$ cat config.mk
export PLATFORM = sky130hd
export DESIGN_NAME = seg_scan_driver
export DESIGN_NICKNAME = d
export VERILOG_FILES = /design/src/rtl/seg_scan_driver.sv
export SDC_FILE = /design/constraint.sdc
export NUM_CORES = 1
export LEC_CHECK = 0
export CORE_MARGIN = 2
export CORE_UTILIZATION = 43
export DETAILED_ROUTE_END_ITERATION = 10
export SYNTH_ARGS = -nofsm -noshare
export SYNTH_HDL_FRONTEND = slang
export SYNTH_SLANG_ARGS = --single-unit
$ cat constraint.sdc
create_clock -name clk -period 4.1 [get_ports clk]
set_clock_uncertainty 0.2 [all_clocks]
set_input_delay 0.615 -clock clk [delete_from_list [all_inputs] [get_ports clk]]
set_output_delay 0.615 -clock clk [all_outputs]
set_load 0.01 [all_outputs]
$ cat src/rtl/seg_scan_driver.sv
// seg_scan_driver: multiplexed 7-segment scan driver for the stopwatch BCD chain.
// A load strobe captures the digits into a pending shadow. The pending shadow moves
// into the active shadow only at the frame boundary, so a frame never mixes old and
// new digits. Each digit slot starts with a blanking gap, then drives that digit's
// common line.
// Optional feature: define LEADING_ZERO_BLANK_EN to suppress leading zero digits.
module seg_scan_driver #(
  parameter int NUM_DIGITS     = 6,
  parameter int SCAN_DIV       = 50000,
  parameter int BLANK_CYC      = 4,
  parameter int SEG_ACTIVE_LOW = 1,
  parameter int COM_ACTIVE_LOW = 1
) (
  input  logic                    clk,
  input  logic                    rst_n,
  input  logic [4*NUM_DIGITS-1:0] digits_in,
  input  logic [NUM_DIGITS-1:0]   dp_in,
  input  logic                    load,
  output logic [6:0]              seg,
  output logic                    dp,
  output logic [NUM_DIGITS-1:0]   com,
  output logic                    frame_done
);

  localparam int PW = $clog2(SCAN_DIV);
  localparam int IW = (NUM_DIGITS > 1) ? $clog2(NUM_DIGITS) : 1;
  localparam logic [PW-1:0] PRE_LAST   = PW'(SCAN_DIV - 1);
  localparam logic [PW-1:0] BLANK_LAST = PW'(BLANK_CYC - 1);
  localparam logic [IW-1:0] IDX_LAST   = IW'(NUM_DIGITS - 1);
  localparam logic [6:0]            SEG_OFF = {7{SEG_ACTIVE_LOW != 0}};
  localparam logic                  DP_OFF  = (SEG_ACTIVE_LOW != 0);
  localparam logic [NUM_DIGITS-1:0] COM_OFF = {NUM_DIGITS{COM_ACTIVE_LOW != 0}};

  typedef enum logic {S_BLANK, S_DRIVE} state_t;

  state_t                  state_q, state_d;
  logic [PW-1:0]           presc_q, presc_d;
  logic [IW-1:0]           idx_q, idx_d;
  logic [4*NUM_DIGITS-1:0] act_dig_q, act_dig_d, pend_dig_q, pend_dig_d;
  logic [NUM_DIGITS-1:0]   act_dp_q, act_dp_d, pend_dp_q, pend_dp_d;
  logic                    act_v_q, act_v_d, pend_v_q, pend_v_d;
  logic                    boundary;
  logic [NUM_DIGITS-1:0]   lz;
  logic [6:0]              seg_d;
  logic                    dp_d, fd_d;
  logic [NUM_DIGITS-1:0]   com_d;

  function automatic logic [6:0] bcd7(input logic [3:0] d);
    case (d)
      4'd0:    bcd7 = 7'h3F;
      4'd1:    bcd7 = 7'h06;
      4'd2:    bcd7 = 7'h5B;
      4'd3:    bcd7 = 7'h4F;
      4'd4:    bcd7 = 7'h66;
      4'd5:    bcd7 = 7'h6D;
      4'd6:    bcd7 = 7'h7D;
      4'd7:    bcd7 = 7'h07;
      4'd8:    bcd7 = 7'h7F;
      4'd9:    bcd7 = 7'h6F;
      default: bcd7 = 7'h40;
    endcase
  endfunction

  // Slot sequencing and pending/active snapshot handling.
  always_comb begin
    state_d    = state_q;
    idx_d      = idx_q;
    act_dig_d  = act_dig_q;
    act_dp_d   = act_dp_q;
    act_v_d    = act_v_q;
    pend_dig_d = pend_dig_q;
    pend_dp_d  = pend_dp_q;
    pend_v_d   = pend_v_q;
    boundary   = (state_q == S_DRIVE) && (presc_q == PRE_LAST) && (idx_q == IDX_LAST);
    presc_d    = (presc_q == PRE_LAST) ? '0 : presc_q + 1'b1;
    case (state_q)
      S_BLANK: if (presc_q == BLANK_LAST) state_d = S_DRIVE;
      S_DRIVE: if (presc_q == PRE_LAST) begin
        state_d = S_BLANK;
        idx_d   = (idx_q == IDX_LAST) ? '0 : idx_q + 1'b1;
      end
      default: state_d = S_BLANK;
    endcase
    if (boundary) begin
      // A load on the boundary edge supersedes anything still pending.
      if (load) begin
        act_dig_d = digits_in;
        act_dp_d  = dp_in;
        act_v_d   = 1'b1;
      end else if (pend_v_q) begin
        act_dig_d = pend_dig_q;
        act_dp_d  = pend_dp_q;
        act_v_d   = 1'b1;
      end
      pend_v_d = 1'b0;
    end else if (load) begin
      pend_dig_d = digits_in;
      pend_dp_d  = dp_in;
      pend_v_d   = 1'b1;
    end
  end

  // Leading-zero map: lz[k] set when digit k and all digits above it are zero.
  always_comb begin
    logic above;
    lz    = '0;
    above = 1'b1;
`ifdef LEADING_ZERO_BLANK_EN
    for (int unsigned j = 0; j < NUM_DIGITS; j++) begin
      above = above && (act_dig_d[4*(NUM_DIGITS-1-j) +: 4] == 4'd0);
      lz[NUM_DIGITS-1-j] = above;
    end
`endif
  end

  // Output values for the state being entered, so registered outputs carry no extra lag.
  // Until the first snapshot reaches the active shadow the segments stay dark.
  always_comb begin
    logic [6:0] seg_hi;
    logic       dp_hi;
    seg_hi = 7'h00;
    dp_hi  = 1'b0;
    com_d  = COM_OFF;
    if (state_d == S_DRIVE) begin
      com_d[idx_d] = (COM_ACTIVE_LOW == 0);
      if (act_v_d) begin
        seg_hi = (lz[idx_d] && (idx_d != '0)) ? 7'h00 : bcd7(act_dig_d[{idx_d, 2'b00} +: 4]);
        dp_hi  = act_dp_d[idx_d];
      end
    end
    seg_d = seg_hi ^ SEG_OFF;
    dp_d  = dp_hi ^ DP_OFF;
    fd_d  = (presc_d == PRE_LAST) && (idx_d == IDX_LAST);
  end

  // State, shadows and registered outputs.
  always_ff @(posedge clk or negedge rst_n) begin
    if (!rst_n) begin
      state_q    <= S_BLANK;
      presc_q    <= '0;
      idx_q      <= '0;
      act_dig_q  <= '0;
      act_dp_q   <= '0;
      act_v_q    <= 1'b0;
      pend_dig_q <= '0;
      pend_dp_q  <= '0;
      pend_v_q   <= 1'b0;
      seg        <= SEG_OFF;
      dp         <= DP_OFF;
      com        <= COM_OFF;
      frame_done <= 1'b0;
    end else begin
      state_q    <= state_d;
      presc_q    <= presc_d;
      idx_q      <= idx_d;
      act_dig_q  <= act_dig_d;
      act_dp_q   <= act_dp_d;
      act_v_q    <= act_v_d;
      pend_dig_q <= pend_dig_d;
      pend_dp_q  <= pend_dp_d;
      pend_v_q   <= pend_v_d;
      seg        <= seg_d;
      dp         <= dp_d;
      com        <= com_d;
      frame_done <= fd_d;
    end
  end

endmodule

==> metrics.cfg, run 1 <==
[status]
status=finished clean

[grt]
grt_pass1_wl_mm=19.9
grt_remaining_overflow=0
grt_max_degree=43
grt_antenna_before_repair=0
grt_pass1_vias=3857
grt_usage=0.203

[synth]
syn_area_sq_mm=0.00488
yosys_warnings=0
syn_avg_cell_area_sq_um=10.6
async_reset_ff_frac=1.00
yosys.area.top_type=dfrtp_1
synth_nets=497
yosys-top-cells-count=dfrtp_1, nor2_1, nand2_1
synth_seq_cells=97
synth_most_common_cell=dfrtp_1
synthTopCellsByArea=dfrtp_1, dfstp_2, mux2_2, nor2_1, nand2_1
post_synth_num_cell_types=74
synth_edf_count=0
synth-seq-area-share=0.501
yosys_most_used_dff=dfrtp_1
synth_cells=458
yosys.area.top_type_share=0.426

[floorplan]
core_area_sq_mm=0.0109
chipHeight_um=110
fp-row-count=38
die_w_um=110
io_pins=48
start_util=0.446
die_area_sq_mm=0.0122

[cts]
clk_pin_slew_ps=60
cts_buffers=9
cts_root_buf=clkbuf_16
post_cts_buffers=0
ctsResizeCount=0
cts_tree=done
clockBufferDepth=2
cts-hold-fix-buffers=0
insertion_delay_ps=340
htreeDepth=3
clock-sinks=97

[critical_path]
endpoint_kind=register
path_max_fanout=18
crit_chain=ha_1, and4_1, and4_1, buf_4, nand3_1, o21ai_1, a221oi_1, a22oi_1, nand2_2, ha_1, nor4_1, nor3_1
required_ps=4160
critical_path.top_delay_family=simple AND/OR/NAND/NOR gates
critPathLaunchType=register
worstSetupPathType=reg -> reg
crit_slowest_cell=o21ai_1
max_stage_delay_ps=430
worstPathArrival_ps=3730
cp_num_buf_inv=1

[timing]
slew_violations=0
hold_viol=0
worst_slew_pin_slew_ps=736
rsz0062_at_grt=false
timing.setup.tns_ps=0
fin_crit_sh=0.894
hold_ws_ps=44.8
setup_viol=0
min_period_ps=3670
slew_headroom=0.506
max_freq_mhz=273

[final_layout]
drive_gt1_frac=0.209
nFillCells=1007
design_area_sq_mm=0.00581
area_delta_synth_final_pct=19.2
diodes=0
nNetsFinal=553

[power]
p_leak_nw=2.44
irDropWorstVdd_uv=213
finalPower_mw=1.91
pwr_density_cell_mw_per_mm2=329

[detailed_routing]
dr.pass1.iters=4
route.detailed.drc=0
via_per_inst=5.82
routedWlPerCell_um=18.2
first_iter_violations=217
ant_nets=0
route.vias.total=3825
wirelength_mm=11.9

[placement]
io_buffers=47
postPlaceCellArea_sq_mm=0.00556
gpl.final_weighted_congestion=0.853
hpwl_mm=8.84

[hold_path]
hold_class=in -> async

[run]
timing.max_cap.violations=0

==> registers in the layout, summed over array words and instances (netlist names) <==
register	cells
act_dig_q	24
pend_dig_q	24
presc_q	16
seg	7
act_dp_q	6
com	6
pend_dp_q	6
idx_q	3
act_v_q	1
dp	1
frame_done	1
pend_v_q	1
state_q	1
==> routing by layer <==
metal,wire length (um),vias to the layer above,GRT usage
met5,0,-,0
met4,167,0,0.0650
met3,557,14,0.0384
met2,5840,104,0.335
met1,5380,1914,0.272
li1,-,1793,-
==> where the power goes <==
part	switching [mW]	internal [mW]
clock network	0.341	0.404
logic	0.0673	0.0796
registers	0.0209	1.00
==> through the flow <==
| step | util | setup slack (ps) | instances |
|---|---|---|---|
| floorplan | - | 951 | 458 |
| global placement | 0.508 | 373 | 643 |
| detailed placement | 0.508 | 225 | 643 |
| CTS | 0.532 | 446 | 657 |
| global route | 0.532 | 127 | 657 |
| finish | 0.532 | 433 | 657 |
==> logic make-up after synthesis <==
group,count (synthesis),synth area share
adders and majority gates,6,0.0154
buffers and inverters,36,0.0331
and+or+nand+nor,170,0.187
muxes,32,0.0744
DFF,97,0.501
AOI/OAI and AO/OA,103,0.162
xor gates and xnor gates,14,0.0267
==> worst paths after layout <==
path	start	to	slack, ps	cells past startpoint
hold reg to reg	act_v_q	act_v_q	280	1
max in group asynchronous	rst_n	pend_dig_q[22]	2860	2
setup / recovery	presc_q[0]	seg[3]	430	12
setup reg to reg	presc_q[0]	seg[3]	430	12
hold / removal	rst_n	presc_q[6]	40	1
min in group clk	act_v_q	act_v_q	280	1
==> placed cells by master, fill, tap and decap left out, drive strengths merged, types with 14 or more instances in the layout <==
master,n
dfstp,14
nand3,17
a21oi,17
nor2,48
buf,21
dfrtp,83
mux2,31
o21ai,19
clkdlybuf4s50,46
inv,14
nand2,37
==> area by class of cell <==
type	instances	area, sq um	area share
Sequential cell	97	2440	0.421
Clock inverter	3	20.0	0.00344
Multi-Input combinational cell	325	2270	0.390
Timing Repair Buffer	67	618	0.106
Tap cell	140	175	0.0301
Inverter	14	52.6	0.00904
Clock buffer	11	233	0.0400
Note: power is estimated with default switching activity, not from simulation.
==> run 2: changes to the inputs <==
--- a/config.mk
+++ b/config.mk
@@ -8,6 +8,7 @@
 export CORE_MARGIN = 2
 export CORE_UTILIZATION = 43
 export DETAILED_ROUTE_END_ITERATION = 10
+export HOLD_SLACK_MARGIN = 0.15
 export SYNTH_ARGS = -nofsm -noshare
 export SYNTH_HDL_FRONTEND = slang
 export SYNTH_SLANG_ARGS = --single-unit
==> constraint.sdc (replaced) <==
create_clock -name clk -period 4.4 [get_ports clk]
set_clock_uncertainty 0.2 [all_clocks]
set_input_delay 0.66 -clock clk [delete_from_list [all_inputs] [get_ports clk]]
set_output_delay 0.66 -clock clk [all_outputs]
set_load 0.01 [all_outputs]
==> run 2 against run 1 <==
First-iteration DRC count grew 24%. Cell count is 0.46% lower. Register-to-register slack better by 240 ps. Critical endpoint unchanged. Largest cell class unchanged. Highest routed layer unchanged.
==> metrics.cfg, run 2 (synthesis results as in run 1) <==
[timing]
slew_headroom=0.505  ; -0.000879
slew_violations=0  ; unchanged
setup_viol=0  ; unchanged
timing.setup.tns_ps=0  ; unchanged
min_period_ps=3730  ; +64.4 ps
fin_crit_sh=0.848  ; -0.0463
rsz0062_at_grt=false
max_freq_mhz=268  ; -1.7%
worst_slew_pin_slew_ps=742  ; +6.26 ps
hold_viol=0  ; unchanged

[cts]
clock-sinks=97  ; unchanged
clockBufferDepth=2  ; unchanged
htreeDepth=3  ; unchanged
cts_root_buf=clkbuf_16
insertion_delay_ps=360  ; +20 ps
cts_tree=done
ctsResizeCount=0  ; unchanged
cts-hold-fix-buffers=0  ; unchanged
post_cts_buffers=0  ; unchanged
clk_pin_slew_ps=60  ; about the same
cts_buffers=9  ; unchanged

[grt]
grt_pass1_vias=3832  ; -0.65%
grt_antenna_before_repair=0  ; unchanged
grt_usage=0.208  ; +0.00473
grt_max_degree=59  ; +37%
grt_pass1_wl_mm=20.1  ; +0.66%
grt_remaining_overflow=0  ; unchanged

[detailed_routing]
route.detailed.drc=0  ; unchanged
dr.pass1.iters=5  ; +1
wirelength_mm=12.0  ; +0.62%
first_iter_violations=268  ; +24%
via_per_inst=5.83  ; +0.12%
route.vias.total=3812  ; -0.34%
ant_nets=0  ; unchanged
routedWlPerCell_um=18.4  ; +1.1%

[critical_path]
required_ps=4470  ; +310 ps
path_max_fanout=12  ; -6
endpoint_kind=register
reg2reg_slack_ps=670  ; +240 ps
critPathLaunchType=register
worstSetupPathType=reg -> reg
worstPathArrival_ps=3800  ; +70 ps

[final_layout]
diodes=0  ; unchanged
reg_top3=act_dig_q x24, pend_dig_q x24, presc_q x16
nNetsFinal=548  ; -0.90%
area_delta_synth_final_pct=19.0
nFillCells=995  ; -1.2%
final_common_cell=dfrtp_1
most-common-layout-cells=dfrtp_1, nor2_1, clkdlybuf4s50_1
drive_gt1_frac=0.200  ; -0.00851

[run]
timing.max_cap.violations=0  ; unchanged

[floorplan]
io_pins=48  ; unchanged
start_util=0.446  ; unchanged
die_w_um=110  ; unchanged
die_area_sq_mm=0.0122  ; unchanged
fp-row-count=38  ; unchanged
core_area_sq_mm=0.0109  ; unchanged
chipHeight_um=110  ; unchanged

[placement]
gpl.final_weighted_congestion=0.922  ; +8.0%
io_buffers=47  ; unchanged
hpwl_mm=8.75  ; -1.0%

[power]
irDropWorstVdd_uv=277  ; +30%
p_leak_nw=2.43  ; -0.20%
pwr_density_cell_mw_per_mm2=317  ; -3.8%
finalPower_mw=1.84  ; -3.9%

[hold_path]
hold_class=in -> async

[status]
status=finished clean

==> run 2: stage by stage <==
step | hold slack [ps] | setup slack, ps | utilization | cell area [sq um] | instances
6_report | 154 | 669 | 0.531 | 5800 | 654
5_1_grt | 210 | 431 | 0.531 | 5800 | 654
4_1_cts | 170 | 705 | 0.531 | 5800 | 654
3_5_place_dp | 264 | 616 | 0.505 | 5520 | 638
3_3_place_gp | 272 | 686 | 0.505 | 5520 | 638
2_1_floorplan | 164 | 1250 | - | 4880 | 458
==> run 2: final cells by class <==
class	count	area, sq um	area share
inverter	14	52.6	0.00905
sequential	97	2440	0.421
multi-input combinational	325	2270	0.391
tap	140	175	0.0302
clock buffer	16	282	0.0485
timing repair buffer	62	581	0.100
==> run 2: power by group <==
group          leakage (nW)  switching (mW)  internal, mW  total [mW]
registers              1.18          0.0192         0.932       0.952
logic                  1.11          0.0622        0.0729       0.135
clock network         0.137           0.321         0.431       0.752
total                  2.43           0.403          1.44        1.84
==> run 2: per-layer routing <==
layer,up-vias,track usage,routed length [um]
li1,1789,-,-
met3,26,0.0450,679
met1,1867,0.277,5360
met2,130,0.326,5630
met5,-,0,0
met4,0,0.0942,340
==> run 2: worst max-delay path: stages (launching register included) <==
cell	delay, ps
dfrtp_1	410
ha_1	250
and4_1	220
nand4_2	140
buf_4	210
nor2_2	60
buf_4	190
a32o_1	270
a211oi_1	350
o221ai_1	190
o22ai_1	340
inv_1	130
ha_1	220
nor4_1	360
nor3_1	90
==> run 2: worst paths after layout <==
| check | endpoint | from | depth (start not counted) |
|---|---|---|---|
| setup / recovery | seg[3] | presc_q[0] | 14 |
| hold / removal | presc_q[7] | rst_n | 2 |
| setup reg to reg | seg[3] | presc_q[0] | 14 |
| hold reg to reg | act_v_q | act_v_q | 1 |
| max in group asynchronous | act_dig_q[8] | rst_n | 2 |
| min in group clk | act_v_q | act_v_q | 1 |
